## src/rtl/transaction_controller_if.sv

```systemverilog
// Control/data bundle between the transaction sequencer and the coin datapath.
interface transaction_controller_if;
  logic [2:0]  dp_process;
  logic        dp_player;
  logic [7:0]  dp_amount;
  logic [7:0]  dp_key;
  logic        load_player;
  logic        load_amount;
  logic        load_key;
  logic        load_register;
  logic        done_step;
  logic [47:0] dp_result;

  modport master (
    output dp_process, dp_player, dp_amount, dp_key,
    output load_player, load_amount, load_key, load_register,
    input  done_step, dp_result
  );

  modport slave (
    input  dp_process, dp_player, dp_amount, dp_key,
    input  load_player, load_amount, load_key, load_register,
    output done_step, dp_result
  );
endinterface

```

## src/rtl/transaction_controller.sv

```systemverilog
// Sequencer for the coin datapath: load operands, step process codes 1..NUM_STEPS
// with a per-step timeout, then commit and latch the datapath result.
module transaction_controller #(
  parameter int NUM_STEPS = 5,
  parameter int TIMEOUT   = 255
) (
  input  logic        clock,
  input  logic        reset,
  input  logic        start,
  input  logic        player_sel,
  input  logic [7:0]  amount,
  input  logic [7:0]  key,
  transaction_controller_if.master dp,
  output logic        busy,
  output logic        done,
  output logic [1:0]  error_code,
  output logic [2:0]  step_index,
  output logic [47:0] result
);

  typedef enum logic [2:0] {
    IDLE, LOAD, ISSUE, WAIT, COMMIT, DONE, FAIL
  } state_e;

  localparam logic [2:0] LAST_STEP = 3'(NUM_STEPS);
  localparam logic [7:0] TMR_LAST  = 8'(TIMEOUT - 1);

  state_e      state_q, state_d;
  logic        player_q, player_d;
  logic [7:0]  amount_q, amount_d;
  logic [7:0]  key_q, key_d;
  logic [2:0]  step_q, step_d;
  logic [7:0]  timer_q, timer_d;
  logic [1:0]  err_q, err_d;
  logic [47:0] result_q, result_d;

  always_ff @(posedge clock) begin
    if (reset) begin
      state_q  <= IDLE;
      player_q <= 1'b0;
      amount_q <= '0;
      key_q    <= '0;
      step_q   <= '0;
      timer_q  <= '0;
      err_q    <= '0;
      result_q <= '0;
    end else begin
      state_q  <= state_d;
      player_q <= player_d;
      amount_q <= amount_d;
      key_q    <= key_d;
      step_q   <= step_d;
      timer_q  <= timer_d;
      err_q    <= err_d;
      result_q <= result_d;
    end
  end

  always_comb begin
    state_d  = state_q;
    player_d = player_q;
    amount_d = amount_q;
    key_d    = key_q;
    step_d   = step_q;
    timer_d  = timer_q;
    err_d    = err_q;
    result_d = result_q;
    case (state_q)
      IDLE: begin
        if (start) begin
          player_d = player_sel;
          amount_d = amount;
          key_d    = key;
          // A zero transfer is rejected before the datapath sees anything.
          if (amount != 8'd0) begin
            err_d   = 2'b00;
            state_d = LOAD;
          end else begin
            err_d   = 2'b01;
            state_d = FAIL;
          end
        end
      end
      LOAD: begin
        step_d  = 3'd1;
        state_d = ISSUE;
      end
      ISSUE: begin
        timer_d = '0;
        state_d = WAIT;
      end
      WAIT: begin
        // done_step outranks the timeout when both land in the same cycle.
        if (dp.done_step) begin
          if (step_q == LAST_STEP) begin
            state_d = COMMIT;
          end else begin
            step_d  = step_q + 3'd1;
            state_d = ISSUE;
          end
        end else if (timer_q == TMR_LAST) begin
          err_d   = 2'b10;
          state_d = FAIL;
        end else begin
          timer_d = timer_q + 8'd1;
        end
      end
      COMMIT: begin
        result_d = dp.dp_result;
        state_d  = DONE;
      end
      DONE:    state_d = IDLE;
      FAIL:    state_d = IDLE;
      default: state_d = IDLE;
    endcase
  end

  logic in_step;
  assign in_step = (state_q == ISSUE) || (state_q == WAIT);

  assign dp.dp_process    = in_step ? step_q : 3'd0;
  assign dp.dp_player     = player_q;
  assign dp.dp_amount     = amount_q;
  assign dp.dp_key        = key_q;
  assign dp.load_player   = (state_q == LOAD);
  assign dp.load_amount   = (state_q == LOAD);
  assign dp.load_key      = (state_q == LOAD);
  assign dp.load_register = (state_q == COMMIT);

  assign busy       = (state_q != IDLE);
  assign done       = (state_q == DONE) || (state_q == FAIL);
  assign error_code = err_q;
  assign step_index = in_step ? step_q : 3'd0;
  assign result     = result_q;

endmodule

```

## src/flat_wrapper.sv

```systemverilog
// flat-port wrapper written by rule: the top's interface ports become plain ports
module transaction_controller_flat 
#(
  parameter int NUM_STEPS = 5,
  parameter int TIMEOUT   = 255
)
  (clock, reset, start, player_sel, amount, key, busy, done, error_code, step_index, result, dp_dp_process, dp_dp_player, dp_dp_amount, dp_dp_key, dp_load_player, dp_load_amount, dp_load_key, dp_load_register, dp_done_step, dp_dp_result);
  transaction_controller_if dp_i ();
  input  logic clock;
  input  logic reset;
  input  logic start;
  input  logic player_sel;
  input  logic [7:0] amount;
  input  logic [7:0] key;
  output logic busy;
  output logic done;
  output logic [1:0] error_code;
  output logic [2:0] step_index;
  output logic [47:0] result;
  output wire logic [$bits(dp_i.dp_process)-1:0] dp_dp_process;
  output wire logic [$bits(dp_i.dp_player)-1:0] dp_dp_player;
  output wire logic [$bits(dp_i.dp_amount)-1:0] dp_dp_amount;
  output wire logic [$bits(dp_i.dp_key)-1:0] dp_dp_key;
  output wire logic [$bits(dp_i.load_player)-1:0] dp_load_player;
  output wire logic [$bits(dp_i.load_amount)-1:0] dp_load_amount;
  output wire logic [$bits(dp_i.load_key)-1:0] dp_load_key;
  output wire logic [$bits(dp_i.load_register)-1:0] dp_load_register;
  input wire logic [$bits(dp_i.done_step)-1:0] dp_done_step;
  input wire logic [$bits(dp_i.dp_result)-1:0] dp_dp_result;
  assign dp_dp_process = dp_i.dp_process;
  assign dp_dp_player = dp_i.dp_player;
  assign dp_dp_amount = dp_i.dp_amount;
  assign dp_dp_key = dp_i.dp_key;
  assign dp_load_player = dp_i.load_player;
  assign dp_load_amount = dp_i.load_amount;
  assign dp_load_key = dp_i.load_key;
  assign dp_load_register = dp_i.load_register;
  assign dp_i.done_step = dp_done_step;
  assign dp_i.dp_result = dp_dp_result;
  transaction_controller #(.NUM_STEPS(NUM_STEPS), .TIMEOUT(TIMEOUT)) u_core (.clock(clock), .reset(reset), .start(start), .player_sel(player_sel), .amount(amount), .key(key), .dp(dp_i), .busy(busy), .done(done), .error_code(error_code), .step_index(step_index), .result(result));
endmodule
```

## config.mk

```make
export PLATFORM = sky130hd
export DESIGN_NAME = transaction_controller_flat
export DESIGN_NICKNAME = d
export VERILOG_FILES = /design/src/rtl/transaction_controller_if.sv /design/src/rtl/transaction_controller.sv /design/src/flat_wrapper.sv
export SDC_FILE = /design/constraint.sdc
export NUM_CORES = 1
export LEC_CHECK = 0
export ABC_AREA = 1
export BUFFER_PORTS_ARGS = -buffer_cell sky130_fd_sc_hd__buf_2
export CORE_MARGIN = 10
export CORE_UTILIZATION = 47
export CTS_BUF_LIST = sky130_fd_sc_hd__clkbuf_16
export DETAILED_ROUTE_END_ITERATION = 8
export PLACE_DENSITY = 0.88
export RECOVER_POWER = 50
export SLEW_MARGIN = 20
export SYNTH_ARGS = -nofsm -noshare
export SYNTH_HDL_FRONTEND = slang
export SYNTH_SLANG_ARGS = --single-unit
```

## constraint.sdc

```tcl
create_clock -name clock -period 1.55 [get_ports clock]
set_input_delay 0.31 -clock clock [delete_from_list [all_inputs] [get_ports clock]]
set_output_delay 0.31 -clock clock [all_outputs]
set_load 0.005 [all_outputs]
```

==> impl_metrics.json <==
{
  "status": "finished with violations",
  "violations": "setup timing",
  "grt_usage_pct": 17.8,
  "syn_inst": 471,
  "arrival_ns": 1.30,
  "cts_max_level": 3,
  "cts_tree": "built",
  "ys_seq_area_share_pct": 48.5,
  "antenna_cells": 0,
  "finalHoldViolations": 0,
  "holdPathStages": 3,
  "synth_cell_types": 24,
  "numCtsBuffers": 9,
  "slowest_stage": "dfxtp_4",
  "yosysWarnings": 0,
  "worst_slack_ns": -0.0601,
  "fmax_mhz": 621,
  "viasPerCell": 4.92,
  "clockBufferDepth": 2,
  "dpl.cell_count": 698,
  "clockRootBuffer": "clkbuf_16",
  "synth-compound-area-share_pct": 12.4,
  "p_total_mw": 5.48,
  "avgSynthCellArea_sq_um": 7.10,
  "setup_tns_ns": -0.126,
  "grt.overflow.total": 0,
  "synthMuxAreaShare_pct": 0,
  "coreArea_sq_mm": 0.00687,
  "synth_area_sq_mm": 0.00335,
  "ios": 148,
  "synth_seq_cells": 81,
  "drive_gt1_share_pct": 24.6,
  "p_per_area_mw_per_mm2": 1200,
  "rows": 30,
  "final_cell_area_sq_mm": 0.00457,
  "post-route-min-period_ns": 1.61,
  "areaGrowthSynthToFinish_pct": 36.7,
  "antenna_found_initial": 0,
  "grt_pass1_wl_microns": 16600,
  "r2r_cells": 12,
  "worstSetupPathType": "reg -> out",
  "gp_congestion": 0.903,
  "worst-path-max-fanout": 4,
  "fin_cells": 725,
  "hp-class": "in -> reg",
  "place_area_sq_mm": 0.00417,
  "cp_top_family": "flip-flops",
  "place_hpwl_microns": 7580,
  "crit_chain": "buf_4 -> o21ai_1 -> a21oi_2 -> buf_2",
  "die_w_microns": 104,
  "clk-insertion-delay-late_ns": 0.33,
  "fin_worst_skew_ns": 0.00807,
  "max-vdd-ir-drop_mv": 0.861,
  "num_vias": 3568,
  "drcViolationCount": 0,
  "r2r_start": "u_core.state_q[0]$_SDFFE_PP0P_",
  "drtAntennaViolNets": 0,
  "drt_iter0_drc": 211,
  "fillers": 589,
  "dr.pass1.iters": 4,
  "path_depth": 4,
  "required_ns": 1.24,
  "start_util_pct": 48.7,
  "critPathMaxStageDelay_ns": 0.39,
  "slew_headroom_pct": 78.0,
  "synth-adder-area-share_pct": 1.50,
  "drv_cap": 0,
  "period_share_pct": 104,
  "io_buffers": 147,
  "finalSetupViolCount": 7,
  "die_area_sq_mm": 0.0109,
  "critPathLaunchType": "flip-flop",
  "die_h_microns": 104,
  "crit_path_end_kind": "primary output",
  "synth-simple-area-share_pct": 29.9,
  "finalWirelength_microns": 10400,
  "wire_per_inst_microns": 14.3,
  "p_leak_nw": 1.94,
  "grt_max_degree": 49,
  "grt_pass1_vias": 3565,
  "cts_hold_buf": 0,
  "worst_slew_pin_slew_ns": 0.330,
  "clk_pin_slew_worst_paths_ns": 0.06,
  "finalMaxSlewViolations": 0,
  "syn_nets": 544,
  "nNetsFinal": 697,
  "synth_xor_area_share_pct": 0,
  "numClockSinks": 81,
  "startpoint": "u_core.state_q[2]$_SDFFE_PP0P_",
  "grt_setup_unrepaired": "true",
  "rrSetupSlack_ns": 0.05,
  "cp_num_buf_inv": 2,
  "synth_top_family_by_area": "simple AND/OR/NAND/NOR gates",
  "hold_path_startpoint": "key[4]"
}
synth_stat cells:
cell,n,area share (%)
inv_2,6,0.67
nor3_1,6,0.90
nor2_4,1,0.34
o21ai_1,4,0.60
buf_2,7,1.0
nand2_4,1,0.34
dfxtp_1,81,48
nand3_1,18,2.7
clkinv_2,1,0.15
nor2_2,1,0.19
nand2_1,80,9.0
o21bai_1,1,0.22
clkbuf_1,12,1.3
nand2_2,4,0.75
clkinv_1,3,0.34
nand4_1,3,0.56
ha_1,4,1.5
buf_4,8,1.8
inv_1,21,2.4
o21ai_0,51,7.6
a211oi_1,1,0.22
a21oi_1,25,3.7
nor2_1,130,15
nand3_2,2,0.60
report_power, final:
| part | switching [mW] | internal [mW] | total (mW) |
|---|---|---|---|
| logic | 0.630 | 0.433 | 1.06 |
| clock network | 0.828 | 1.25 | 2.07 |
| registers | 0.119 | 2.22 | 2.34 |
per-stage QoR:
stage | hold WS, ns | worst slack [ns] | utilization, %
finish | 0.232 | -0.0601 | 66.6
detailed placement | 0.458 | 0.0198 | 60.7
floorplan | 0.453 | 0.192 | -
CTS | 0.227 | -0.0130 | 66.2
global placement | 0.449 | 0.106 | 60.7
global route | 0.231 | -0.0793 | 66.6
layer usage:
layer  global-route usage (%)  vias up  wire length (microns)
li1                         -     1795                      -
met1                     18.9     1594                   4050
met2                     31.4      158                   5250
met3                     6.75       21                    922
met4                     6.36        0                    174
met5                        0        -                      0
placed cells by master, fill, tap and decap left out, drive strengths merged:
cell type / n
o21bai: 1
a211oi: 1
buf: 105
clkinv: 6
ha: 4
clkbuf: 73
nor2: 132
nand3: 20
nand4: 3
dfxtp: 81
o21ai: 55
bufinv: 1
nor3: 6
nand2: 85
inv: 30
a21oi: 25
clkinvlp: 1
state kept, by name, indices dropped and copies added, names as in the netlist:
name / count
u_core.result: 48
u_core.dp.dp_player: 1
u_core.state_q: 3
u_core.step_q: 3
u_core.dp.dp_key: 8
u_core.timer_q: 8
u_core.dp.dp_amount: 8
u_core.error_code: 2
worst reg2reg max path, delay by kind of cell, from the launching register on:
| kind | cells | cell delay (ns) |
|---|---|---|
| AND/OR/NAND/NOR | 7 | 0.50 |
| flip-flops | 1 | 0.41 |
| buffers and inverters | 5 | 0.50 |
worst paths after layout:
kind | endpoint
min reg2reg | u_core.dp.dp_amount[2]$_SDFFE_PP0P_
max | done
max reg2reg | u_core.timer_q[0]$_SDFFE_PP0P_
min | u_core.dp.dp_key[4]$_SDFFE_PP0P_
cell families after synthesis:
kind of cell / count (synthesis)
buffers and inverters: 58
AND/OR/NAND/NOR: 246
AO/OA/AOI/OAI: 82
flip-flops: 81
adder cells (fa/ha/maj): 4
final cells by class:
class                           count  area (sq um)  share of cell area (%)
Clock buffer                        9           225                    4.92
Clock inverter                      7          68.8                    1.50
Inverter                           31           133                    2.90
Multi-Input combinational cell    332          1550                    33.9
Sequential cell                    81          1630                    35.7
Tap cell                           96           120                    2.63
Timing Repair Buffer              169           843                    18.4
repair_timing:
item / CTS / global route
endpoints found under the hold margin: 0 / 0
setup endpoints to repair: 11 / 23
cloned: 0 / 0
pin swaps: 2 / 2
setup buffers: 8 / 3
gates resized for setup: 10 / 27
(Power assumes the default switching activity.)
